## config.mk

```make
export PLATFORM = sky130hd
export DESIGN_NAME = ex_alu_stage
export DESIGN_NICKNAME = d
export VERILOG_FILES = /design/src/rtl/ex_alu_stage.sv
export SDC_FILE = /design/constraint.sdc
export NUM_CORES = 1
export LEC_CHECK = 0
export CAP_MARGIN = 10
export CORE_MARGIN = 2
export CORE_UTILIZATION = 52
export DETAILED_ROUTE_END_ITERATION = 10
export DONT_BUFFER_PORTS = 1
export PLACE_DENSITY = 0.66
export SLEW_MARGIN = 20
export SYNTH_ARGS = -nofsm -noshare
export SYNTH_HDL_FRONTEND = slang
export SYNTH_SLANG_ARGS = --single-unit
```

## constraint.sdc

```tcl
create_clock -name clk -period 7.03 [get_ports clk]
set_input_delay 0.703 -clock clk [delete_from_list [all_inputs] [get_ports clk]]
set_output_delay 0.703 -clock clk [all_outputs]
set_load 0.01 [all_outputs]
```

## src/rtl/ex_alu_stage.sv

```systemverilog
// ---------------------------------------------------------------------------
// ex_alu_stage
// Execute stage of the pipeline: picks forwarded operands, computes a
// DataW-bit ALU result, owns the condition-code register (CCR = {C,N,Z})
// together with a one-deep saved-CCR slot for interrupts, and resolves
// conditional jumps against the current CCR.
//
// Ports
//   clk, rst (sync, active-low), enable (0 = stall CCR/saved CCR)
//   i_read_data1/2, i_immd, i_Rsrc1/2    : operands and their addresses
//   i_alu_op, i_alu_src, i_flag_en       : operation control
//   i_flag_restore, in_INT               : RTI restore / interrupt save
//   i_jmp_cond, i_jmp_uncond             : jump control
//   i_mem_*, i_wb_*                      : forwarding sources
//   o_result, o_store_data, o_jump_taken, o_jump_target : combinational
//   o_ccr                                : registered {C,N,Z}
// ---------------------------------------------------------------------------
module ex_alu_stage #(
   parameter int DataW    = 16,
   parameter int PcW      = 32,
   parameter int RegAddrW = 3
) (
   input  logic                clk,
   input  logic                rst,
   input  logic                enable,
   input  logic [DataW-1:0]    i_read_data1,
   input  logic [DataW-1:0]    i_read_data2,
   input  logic [DataW-1:0]    i_immd,
   input  logic [RegAddrW-1:0] i_Rsrc1,
   input  logic [RegAddrW-1:0] i_Rsrc2,
   input  logic [3:0]          i_alu_op,
   input  logic                i_alu_src,
   input  logic                i_flag_en,
   input  logic                i_flag_restore,
   input  logic [1:0]          i_jmp_cond,
   input  logic                i_jmp_uncond,
   input  logic                in_INT,
   input  logic                i_mem_wb_en,
   input  logic [RegAddrW-1:0] i_mem_Rdst,
   input  logic [DataW-1:0]    i_mem_result,
   input  logic                i_wb_en,
   input  logic [RegAddrW-1:0] i_wb_Rdst,
   input  logic [DataW-1:0]    i_wb_result,
   output logic [DataW-1:0]    o_result,
   output logic [DataW-1:0]    o_store_data,
   output logic [2:0]          o_ccr,
   output logic                o_jump_taken,
   output logic [PcW-1:0]      o_jump_target
);

   localparam logic [3:0] OP_SETC = 4'b0001;
   localparam logic [3:0] OP_CLRC = 4'b0010;
   localparam logic [3:0] OP_NOT  = 4'b0011;
   localparam logic [3:0] OP_INC  = 4'b0100;
   localparam logic [3:0] OP_DEC  = 4'b0101;
   localparam logic [3:0] OP_MOV  = 4'b0110;
   localparam logic [3:0] OP_ADD  = 4'b0111;
   localparam logic [3:0] OP_SUB  = 4'b1000;
   localparam logic [3:0] OP_AND  = 4'b1001;
   localparam logic [3:0] OP_OR   = 4'b1010;
   localparam logic [3:0] OP_SHL  = 4'b1011;
   localparam logic [3:0] OP_SHR  = 4'b1100;

   logic [2:0]       ccr_q, ccr_d;
   logic [2:0]       saved_q, saved_d;
   logic [DataW-1:0] fwd_a_s, fwd_b_s, opb_s, result_s;
   logic             upd_zn_s, upd_c_s, c_val_s;
   logic             cond_true_s;
   logic [2:0]       clr_mask_s, flags_s;

   // Wide intermediates: the extra MSB (or LSB for SHR) carries C.
   logic [DataW:0]   sum_s, diff_s, inc_s, dec_s, shl_s, shr_s;
   logic [3:0]       shamt_s;

   // Operand forwarding: memory stage has priority over write-back.
   always_comb begin
      fwd_a_s = i_read_data1;
      fwd_b_s = i_read_data2;
      if (i_mem_wb_en && (i_mem_Rdst == i_Rsrc1)) begin
         fwd_a_s = i_mem_result;
      end else if (i_wb_en && (i_wb_Rdst == i_Rsrc1)) begin
         fwd_a_s = i_wb_result;
      end else begin
         fwd_a_s = i_read_data1;
      end
      if (i_mem_wb_en && (i_mem_Rdst == i_Rsrc2)) begin
         fwd_b_s = i_mem_result;
      end else if (i_wb_en && (i_wb_Rdst == i_Rsrc2)) begin
         fwd_b_s = i_wb_result;
      end else begin
         fwd_b_s = i_read_data2;
      end
   end

   assign opb_s   = i_alu_src ? i_immd : fwd_b_s;
   assign shamt_s = opb_s[3:0];
   assign sum_s   = {1'b0, fwd_a_s} + {1'b0, opb_s};
   assign diff_s  = {1'b0, fwd_a_s} - {1'b0, opb_s};
   assign inc_s   = {1'b0, fwd_a_s} + {{DataW{1'b0}}, 1'b1};
   assign dec_s   = {1'b0, fwd_a_s} - {{DataW{1'b0}}, 1'b1};
   assign shl_s   = {1'b0, fwd_a_s} << shamt_s;
   assign shr_s   = {fwd_a_s, 1'b0} >> shamt_s;

   // ALU result and which flags the operation wants to write.
   always_comb begin
      result_s = fwd_a_s;
      upd_zn_s = 1'b0;
      upd_c_s  = 1'b0;
      c_val_s  = 1'b0;
      case (i_alu_op)
         OP_SETC: begin upd_c_s = 1'b1; c_val_s = 1'b1; end
         OP_CLRC: begin upd_c_s = 1'b1; c_val_s = 1'b0; end
         OP_NOT:  begin result_s = ~fwd_a_s; upd_zn_s = 1'b1; end
         OP_INC:  begin result_s = inc_s[DataW-1:0]; upd_zn_s = 1'b1;
                        upd_c_s = 1'b1; c_val_s = inc_s[DataW]; end
         OP_DEC:  begin result_s = dec_s[DataW-1:0]; upd_zn_s = 1'b1;
                        upd_c_s = 1'b1; c_val_s = dec_s[DataW]; end
         OP_MOV:  begin result_s = opb_s; end
         OP_ADD:  begin result_s = sum_s[DataW-1:0]; upd_zn_s = 1'b1;
                        upd_c_s = 1'b1; c_val_s = sum_s[DataW]; end
         OP_SUB:  begin result_s = diff_s[DataW-1:0]; upd_zn_s = 1'b1;
                        upd_c_s = 1'b1; c_val_s = diff_s[DataW]; end
         OP_AND:  begin result_s = fwd_a_s & opb_s; upd_zn_s = 1'b1; end
         OP_OR:   begin result_s = fwd_a_s | opb_s; upd_zn_s = 1'b1; end
         // A zero shift amount leaves C untouched.
         OP_SHL:  begin result_s = shl_s[DataW-1:0]; upd_zn_s = 1'b1;
                        upd_c_s = (shamt_s != 4'd0); c_val_s = shl_s[DataW]; end
         OP_SHR:  begin result_s = shr_s[DataW:1]; upd_zn_s = 1'b1;
                        upd_c_s = (shamt_s != 4'd0); c_val_s = shr_s[0]; end
         default: begin result_s = fwd_a_s; end
      endcase
   end

   // Conditional jump evaluation and the flag it clears when taken.
   always_comb begin
      case (i_jmp_cond)
         2'b01:   begin cond_true_s = ccr_q[0]; clr_mask_s = 3'b001; end
         2'b10:   begin cond_true_s = ccr_q[1]; clr_mask_s = 3'b010; end
         2'b11:   begin cond_true_s = ccr_q[2]; clr_mask_s = 3'b100; end
         default: begin cond_true_s = 1'b0;     clr_mask_s = 3'b000; end
      endcase
   end

   // CCR next state: restore beats ALU update; jump clear beats ALU update.
   always_comb begin
      flags_s = ccr_q;
      if (i_flag_en && upd_zn_s) begin
         flags_s[0] = (result_s == {DataW{1'b0}});
         flags_s[1] = result_s[DataW-1];
      end else begin
         flags_s[1:0] = ccr_q[1:0];
      end
      if (i_flag_en && upd_c_s) begin
         flags_s[2] = c_val_s;
      end else begin
         flags_s[2] = ccr_q[2];
      end
      if (cond_true_s) begin
         flags_s = flags_s & ~clr_mask_s;
      end else begin
         flags_s = flags_s;
      end
      if (i_flag_restore) begin
         ccr_d = saved_q;
      end else begin
         ccr_d = flags_s;
      end
      // Save always captures the pre-edge CCR, which yields a swap with restore.
      if (in_INT) begin
         saved_d = ccr_q;
      end else begin
         saved_d = saved_q;
      end
   end

   // CCR and saved-CCR registers with synchronous active-low reset.
   always_ff @(posedge clk) begin
      if (!rst) begin
         ccr_q   <= 3'b000;
         saved_q <= 3'b000;
      end else if (enable) begin
         ccr_q   <= ccr_d;
         saved_q <= saved_d;
      end else begin
         ccr_q   <= ccr_q;
         saved_q <= saved_q;
      end
   end

   assign o_result      = result_s;
   assign o_store_data  = fwd_b_s;
   assign o_ccr         = ccr_q;
   assign o_jump_taken  = i_jmp_uncond | cond_true_s;
   assign o_jump_target = {{(PcW-DataW){1'b0}}, fwd_a_s};

endmodule
```

Word level (Yosys, flattened, before mapping). Index checks and enable logic that the tools add are counted. W data, S select, Z words.

Bitwise gates (word level): 6. Mux-type cells: 15. Equality and inequality tests: 19. $add $sub $neg: 4. Shift operators: 2. Reduce and logical (&&, ||, !) cells: 12.

Operator list (number): $pmux W16 S10 (1); $mux W16 (5); $eq A4 B4 Y1 const B (5); $add A16 B1 Y17 const B (1); $add A16 B16 Y17 (1); $shl A16 B4 Y17 (1); $shr A17 B4 Y17 (1); $sub A16 B1 Y17 const B (1); $sub A16 B16 Y17 (1); $and A16 B16 Y16 (1); $eq A4 B3 Y1 const B (4); $logic_not A16 Y1 (1); $not A16 Y16 (1); $or A16 B16 Y16 (1); $eq A3 B3 Y1 (4); $pmux W3 S3 (1); $reduce_or A9 Y1 (1); $eq A4 B2 Y1 const B (2); $pmux W1 S7 (1); $logic_and A1 B1 Y1 (6); $mux W3 (2); $reduce_or A6 Y1 (1); $eq A2 B2 Y1 const B (2); $eq A4 B1 Y1 const B (1); 11 further kinds (12).

Output and inout bits: 68. Input port bits: 108. Register bits: 6. Logic and storage cells: 60.

Logic depth before layout (Yosys ltp).
Depth after elaboration: 12. Mapped depth: 23. Mapped depth without buffers: 20.

Worst setup path before layout. No wires, ideal clock.

Kind: in2out. From: input i_Rsrc2[1]. To: output o_result[13]. Buffers on the path: 3. Setup slack: 1.290 ns. Stages on the path: 20. Arrival: 5.037 ns. Data required time: 6.327 ns. Cells stage by stage: xor2_2 or4_1 buf_4 a211oi_2 o31a_4 inv_2 buf_2 clkbuf_1 ha_1 or2_2 a21oi_1 nor2_1 o31ai_1 a211oi_1 o311ai_0 a21oi_1 o21bai_1 xnor2_1 and2_1 o32a_1.

Cells in the longest elaborated chain, start to end: 7. Elaborated cells on any way between the ends: 14. Classes of those cells: 2 x add/sub; 2 x eq/ne; 2 x shift; 4 x mux; 2 x bitwise; 2 x reduce/logical.

Ends and longest elaborated chain: start, declared (RTL line 30) `input logic [RegAddrW-1:0] i_Rsrc2,`; $eq A3 B3 Y1 (RTL line 88) `end else if (i_wb_en && (i_wb_Rdst == i_Rsrc2)) begin`; $logic_and A1 B1 Y1 (RTL line 88); $mux W16 (RTL line 88); $mux W16 (*) (RTL line 86) `if (i_mem_wb_en && (i_mem_Rdst == i_Rsrc2)) begin`; $mux W16 (*) (RTL line 95) `assign opb_s = i_alu_src ? i_immd : fwd_b_s;`; $sub A16 B16 Y17 (tied with other cells) (RTL line 98) `assign diff_s = {1'b0, fwd_a_s} - {1'b0, opb_s};`; $pmux W16 S10 (*) (RTL line 110) `case (i_alu_op)`; end, declared (RTL line 44) `output logic [DataW-1:0] o_result,`.

Every way passes the cells marked *; elsewhere a longest branch is shown, timed or not.

Final worst setup path.
From: input i_wb_Rdst[2]. To: output o_result[11].

Cells in the longest elaborated chain, start to end: 7. Elaborated cells on any way between the ends: 19. Classes of those cells: 4 x add/sub; 2 x eq/ne; 2 x shift; 6 x mux; 3 x bitwise; 2 x reduce/logical.

Ends and longest elaborated chain: start, declared (RTL line 42) `input logic [RegAddrW-1:0] i_wb_Rdst,`; $eq A3 B3 Y1 (RTL line 88); $logic_and A1 B1 Y1 (RTL line 88); $mux W16 (RTL line 88); $mux W16 (RTL line 86); $mux W16 (RTL line 95); $sub A16 B16 Y17 (tied with other cells) (RTL line 98); $pmux W16 S10 (*) (RTL line 110).

Marked as above.

==> impl_metrics.yaml <==
logic_synthesis:
  largest_family_of_logic_cells_by_synthesized_area: "compound AO/OA/AOI/OAI gates"
  synth_seq_cells: 6
  synth_compound_gate_area_share: 0.3763
  synth.area.top_cells: "sky130_fd_sc_hd__ha_1, sky130_fd_sc_hd__mux2i_1, sky130_fd_sc_hd__nor2_1"
  ys_seq_area_frac: 0.01624
  synthMostInstantiatedCell: "sky130_fd_sc_hd__nor2_1"
  postSynth.topFlopCell: "sky130_fd_sc_hd__dfxtp_1"
  post_synth_num_cell_types: 95
  yosys.area_share.simple: 0.2614
  synthAdderAreaFrac: 0.09069
  muxShareOfSynthArea: 0.1076
  synthesis.area_per_instance_sq_um: 6.638
  number_of_enable_type_register_cells_in_the_synthesized_netlist: 0
  synth_top_area_frac: 0.08799
  post_synth_instance_area_sq_um: 7395
  syn_inst: 1114
  synthesis.yosys.warnings: 0
  yosysTopAreaCell: "sky130_fd_sc_hd__ha_1"
  netlist_top_cells_count: "sky130_fd_sc_hd__nor2_1, sky130_fd_sc_hd__nand2_1, sky130_fd_sc_hd__a21oi_1"
  async_flop_share: 0
  synth-xor-area-share: 0.05161
worst_setup_path:
  timing.critical_path.from_type: "input port"
  timing_worst_setup_path_type: "input port to output port"
  worst_ep_required_time_ps: 6330
  worstPathMaxFanout: 15
  timing.critical_path.slowest_cell_delay_ps: 790
  critical_path_buf_inv_count: 1
  worst-endpoint-arrival_ps: 5850
  end_kind: "output port"
  cp_cell_sequence: "xor2_1, nor4_1, a211o_1, and2_1, inv_1, ha_1, or2_2, a21oi_1, nor2_1, o31ai_1, a211oi_1, o311ai_0, o221a_2, o22ai_1, a211oi_1, nor2_1"
  slowest_stage: "sky130_fd_sc_hd__o311ai_0"
  top_cell_family_by_delay_on_the_critical_path: "compound AO/OA/AOI/OAI gates"
clocking:
  number_of_clock_sinks_seen_by_cts: 6
  cts.repair.resized: 0
  cts_tree: "built"
  clkLatencyLatePin_ps: 230
  cts.hold.buffers_added: 0
  max-clock-path-buffers: 2
  htreeDepth: 1
  clk_transition_reported_paths_ps: 30
  cts_inserted_buffers: 3
  post-cts-setup-buffer-count: 0
  clockRootBuffer: "sky130_fd_sc_hd__clkbuf_16"
floorplanning:
  start_util: 0.5327
  io_pins: 176
  floorplan.die_area_sq_um: 15190
  rows: 43
  design.core.area_sq_um: 13880
  die_w_um: 123.3
  die-height_um: 123.3
layout:
  numnets_final: 1238
  nFillCells: 1470
  drive_above_1_share: 0.09023
  flow.area_growth_from_synthesis_pct: 1.963
global_routing:
  antenna_found_initial: 2
  grt.total_usage: 0.4576
  pin_count_of_the_biggest_net_entering_global_routing: 40
  wire_length_of_the_first_global_routing_pass_um: 52630
  vias_in_the_first_global_route: 8665
  grt_remaining_overflow: 0
timing:
  worst_slew_pin_slew_ps: 1077
  finalCritPeriodShare: 0.9318
  timing.final.crit_period_ps: 6551
  slew_violations: 0
  rsz0062_at_grt: "no"
  slew_headroom: 0.2795
  fmax_ghz: 0.1527
  worst_clock_skew_ps: 0.05264
  timing.final.ws_setup_ps: 479.4
  report.final.setup_viol: 0
  fin_tns_setup_ps: 0
  finalHoldViolCount: 0
worst_hold_path:
  worstHoldPathType: "register to register"
power:
  p_leak_nw: 2.902
  power_report.internal_total_mw: 0.4052
  power.switching_mw: 0.6163
  proportion_of_power_drawn_by_flip_flops_and_latches: 0.036
  ir_worst_vdd_mv: 0.09627
  p_comb_frac: 0.873
  clkPwrFrac: 0.091
  netSwitchingFraction: 0.6033
  power.density_nw_per_um2: 135.5
routing:
  vias_per_cell: 7.604
  num_vias: 9550
  drt_drc_violations_left: 0
  route.detailed.wl_per_inst_um: 28.54
  detailedRoute.firstPassIterationCount: 8
  number_of_nets_with_antenna_violations_after_routing: 0
  drt-total-wl_um: 35850
  drt-initial-drc-count: 1773
placement:
  gp_routability_congestion: 1.121
  io_buffer_count: 0
  placement.setup.worst_slack_ps: 775.0
  hpwl_um: 27160
run_status:
  result_of_the_run: "finished clean"
run:
  maxCapViolCount: 0
## sequential cells by signal, indices dropped and copies added (netlist names)
signal and flops:
saved_q 3, o_ccr 3
## cell families (layout without fill, tap and decap cells)
family | count (synthesis) | count (layout)
xor gates and xnor gates | 41 | 41
adders and majority gates | 53 | 53
muxes | 70 | 70
DFF | 6 | 6
other | 1 | 17
buffers and inverters | 154 | 100
and+or+nand+nor | 403 | 403
AOI/OAI and AO/OA | 386 | 386
## per-layer routing
layer | vias to the layer above | part of all wire | track usage
met4 | 0 | 0.065 | 0.2202
li1 | 4099 | - | -
met2 | 857 | 0.41 | 0.6786
met3 | 200 | 0.15 | 0.1435
met1 | 4394 | 0.37 | 0.5982
met5 | - | 0 | 0
## worst reg2reg max path: stages, from the launching register on
cell	delay, ps
sky130_fd_sc_hd__dfxtp_1	450
sky130_fd_sc_hd__o21ai_0	160
sky130_fd_sc_hd__a311oi_1	460
sky130_fd_sc_hd__nand3_1	130
sky130_fd_sc_hd__nor4_1	360
sky130_fd_sc_hd__o2111ai_1	160
sky130_fd_sc_hd__or3_1	370
sky130_fd_sc_hd__o41ai_2	190
## placed cells by master, fill, tap and decap left out, types with 7 or more instances in the layout
cell type                  netlist  routed
sky130_fd_sc_hd__a21boi_0        7       7
sky130_fd_sc_hd__a21o_1         10      10
sky130_fd_sc_hd__a32oi_1         7       7
sky130_fd_sc_hd__nand3_1        37      37
sky130_fd_sc_hd__nor2_1        114     114
sky130_fd_sc_hd__buf_4          21      33
sky130_fd_sc_hd__xnor2_1        33      33
sky130_fd_sc_hd__inv_2           7       7
sky130_fd_sc_hd__o22ai_1        24      24
sky130_fd_sc_hd__conb_1          1      16
sky130_fd_sc_hd__nor2b_1        22      22
sky130_fd_sc_hd__o211ai_1       21      21
sky130_fd_sc_hd__a31oi_1        15      15
sky130_fd_sc_hd__inv_1          52      52
sky130_fd_sc_hd__a221oi_1        9       9
sky130_fd_sc_hd__a21oi_1        74      74
sky130_fd_sc_hd__nor4_1         25      25
sky130_fd_sc_hd__mux2i_1        55      55
sky130_fd_sc_hd__nor3_1         22      22
sky130_fd_sc_hd__nand2b_1       13      13
sky130_fd_sc_hd__nand2_1       113     113
sky130_fd_sc_hd__nand4_1        18      18
sky130_fd_sc_hd__o221ai_1       10      10
sky130_fd_sc_hd__a22oi_1         8       8
sky130_fd_sc_hd__o31ai_1        10      10
sky130_fd_sc_hd__a211o_1        12      12
sky130_fd_sc_hd__a211oi_1       22      22
sky130_fd_sc_hd__o21ai_0        66      66
sky130_fd_sc_hd__ha_1           52      52
## worst paths after layout
path                start           end  slack, ps  depth (start not counted)
max reg2reg      o_ccr[0]      o_ccr[0]       4660                          7
min reg2reg    saved_q[1]      o_ccr[1]        470                          2
max          i_wb_Rdst[2]  o_result[11]        480                         16
min            saved_q[1]      o_ccr[1]        470                          2
## metrics by stage
| step | hold slack (ps) | utilization | total power, mW | area (sq um) | instances |
|---|---|---|---|---|---|
| 5_1_grt | 496.3 | 0.5432 | 1.068 | 7540 | 1256 |
| 4_1_cts | 475.7 | 0.5430 | 0.9775 | 7537 | 1255 |
| 6_report | 473.2 | 0.5432 | 1.022 | 7540 | 1256 |
| 2_1_floorplan | 443.7 | - | 0.6673 | 7451 | 1129 |
| 3_5_place_dp | 463.1 | 0.5376 | 0.8802 | 7462 | 1252 |
| 3_3_place_gp | 455.3 | 0.5376 | 0.8841 | 7462 | 1252 |
## layout make-up
cell class / count / area (sq um) / share of cell area
Clock buffer: 3 / 75.07 / 0.009957
Inverter: 64 / 245.2 / 0.03253
Tap cell: 180 / 225.2 / 0.02987
Multi-Input combinational cell: 969 / 6624 / 0.8785
Antenna cell: 1 / 2.502 / 0.0003319
Sequential cell: 6 / 120.1 / 0.01593
Timing Repair Buffer: 33 / 247.7 / 0.03286
## power by group through the flow
stage          combinational (mW)  sequential [mW]  clock (mW)
5_1_grt                     0.936           0.0372      0.0952
3_5_place_dp                0.843           0.0374           0
4_1_cts                     0.847           0.0370      0.0934
2_1_floorplan               0.630           0.0370           0
3_3_place_gp                0.847           0.0374           0
6_report                    0.892           0.0369      0.0928
(Power assumes the default switching activity.)
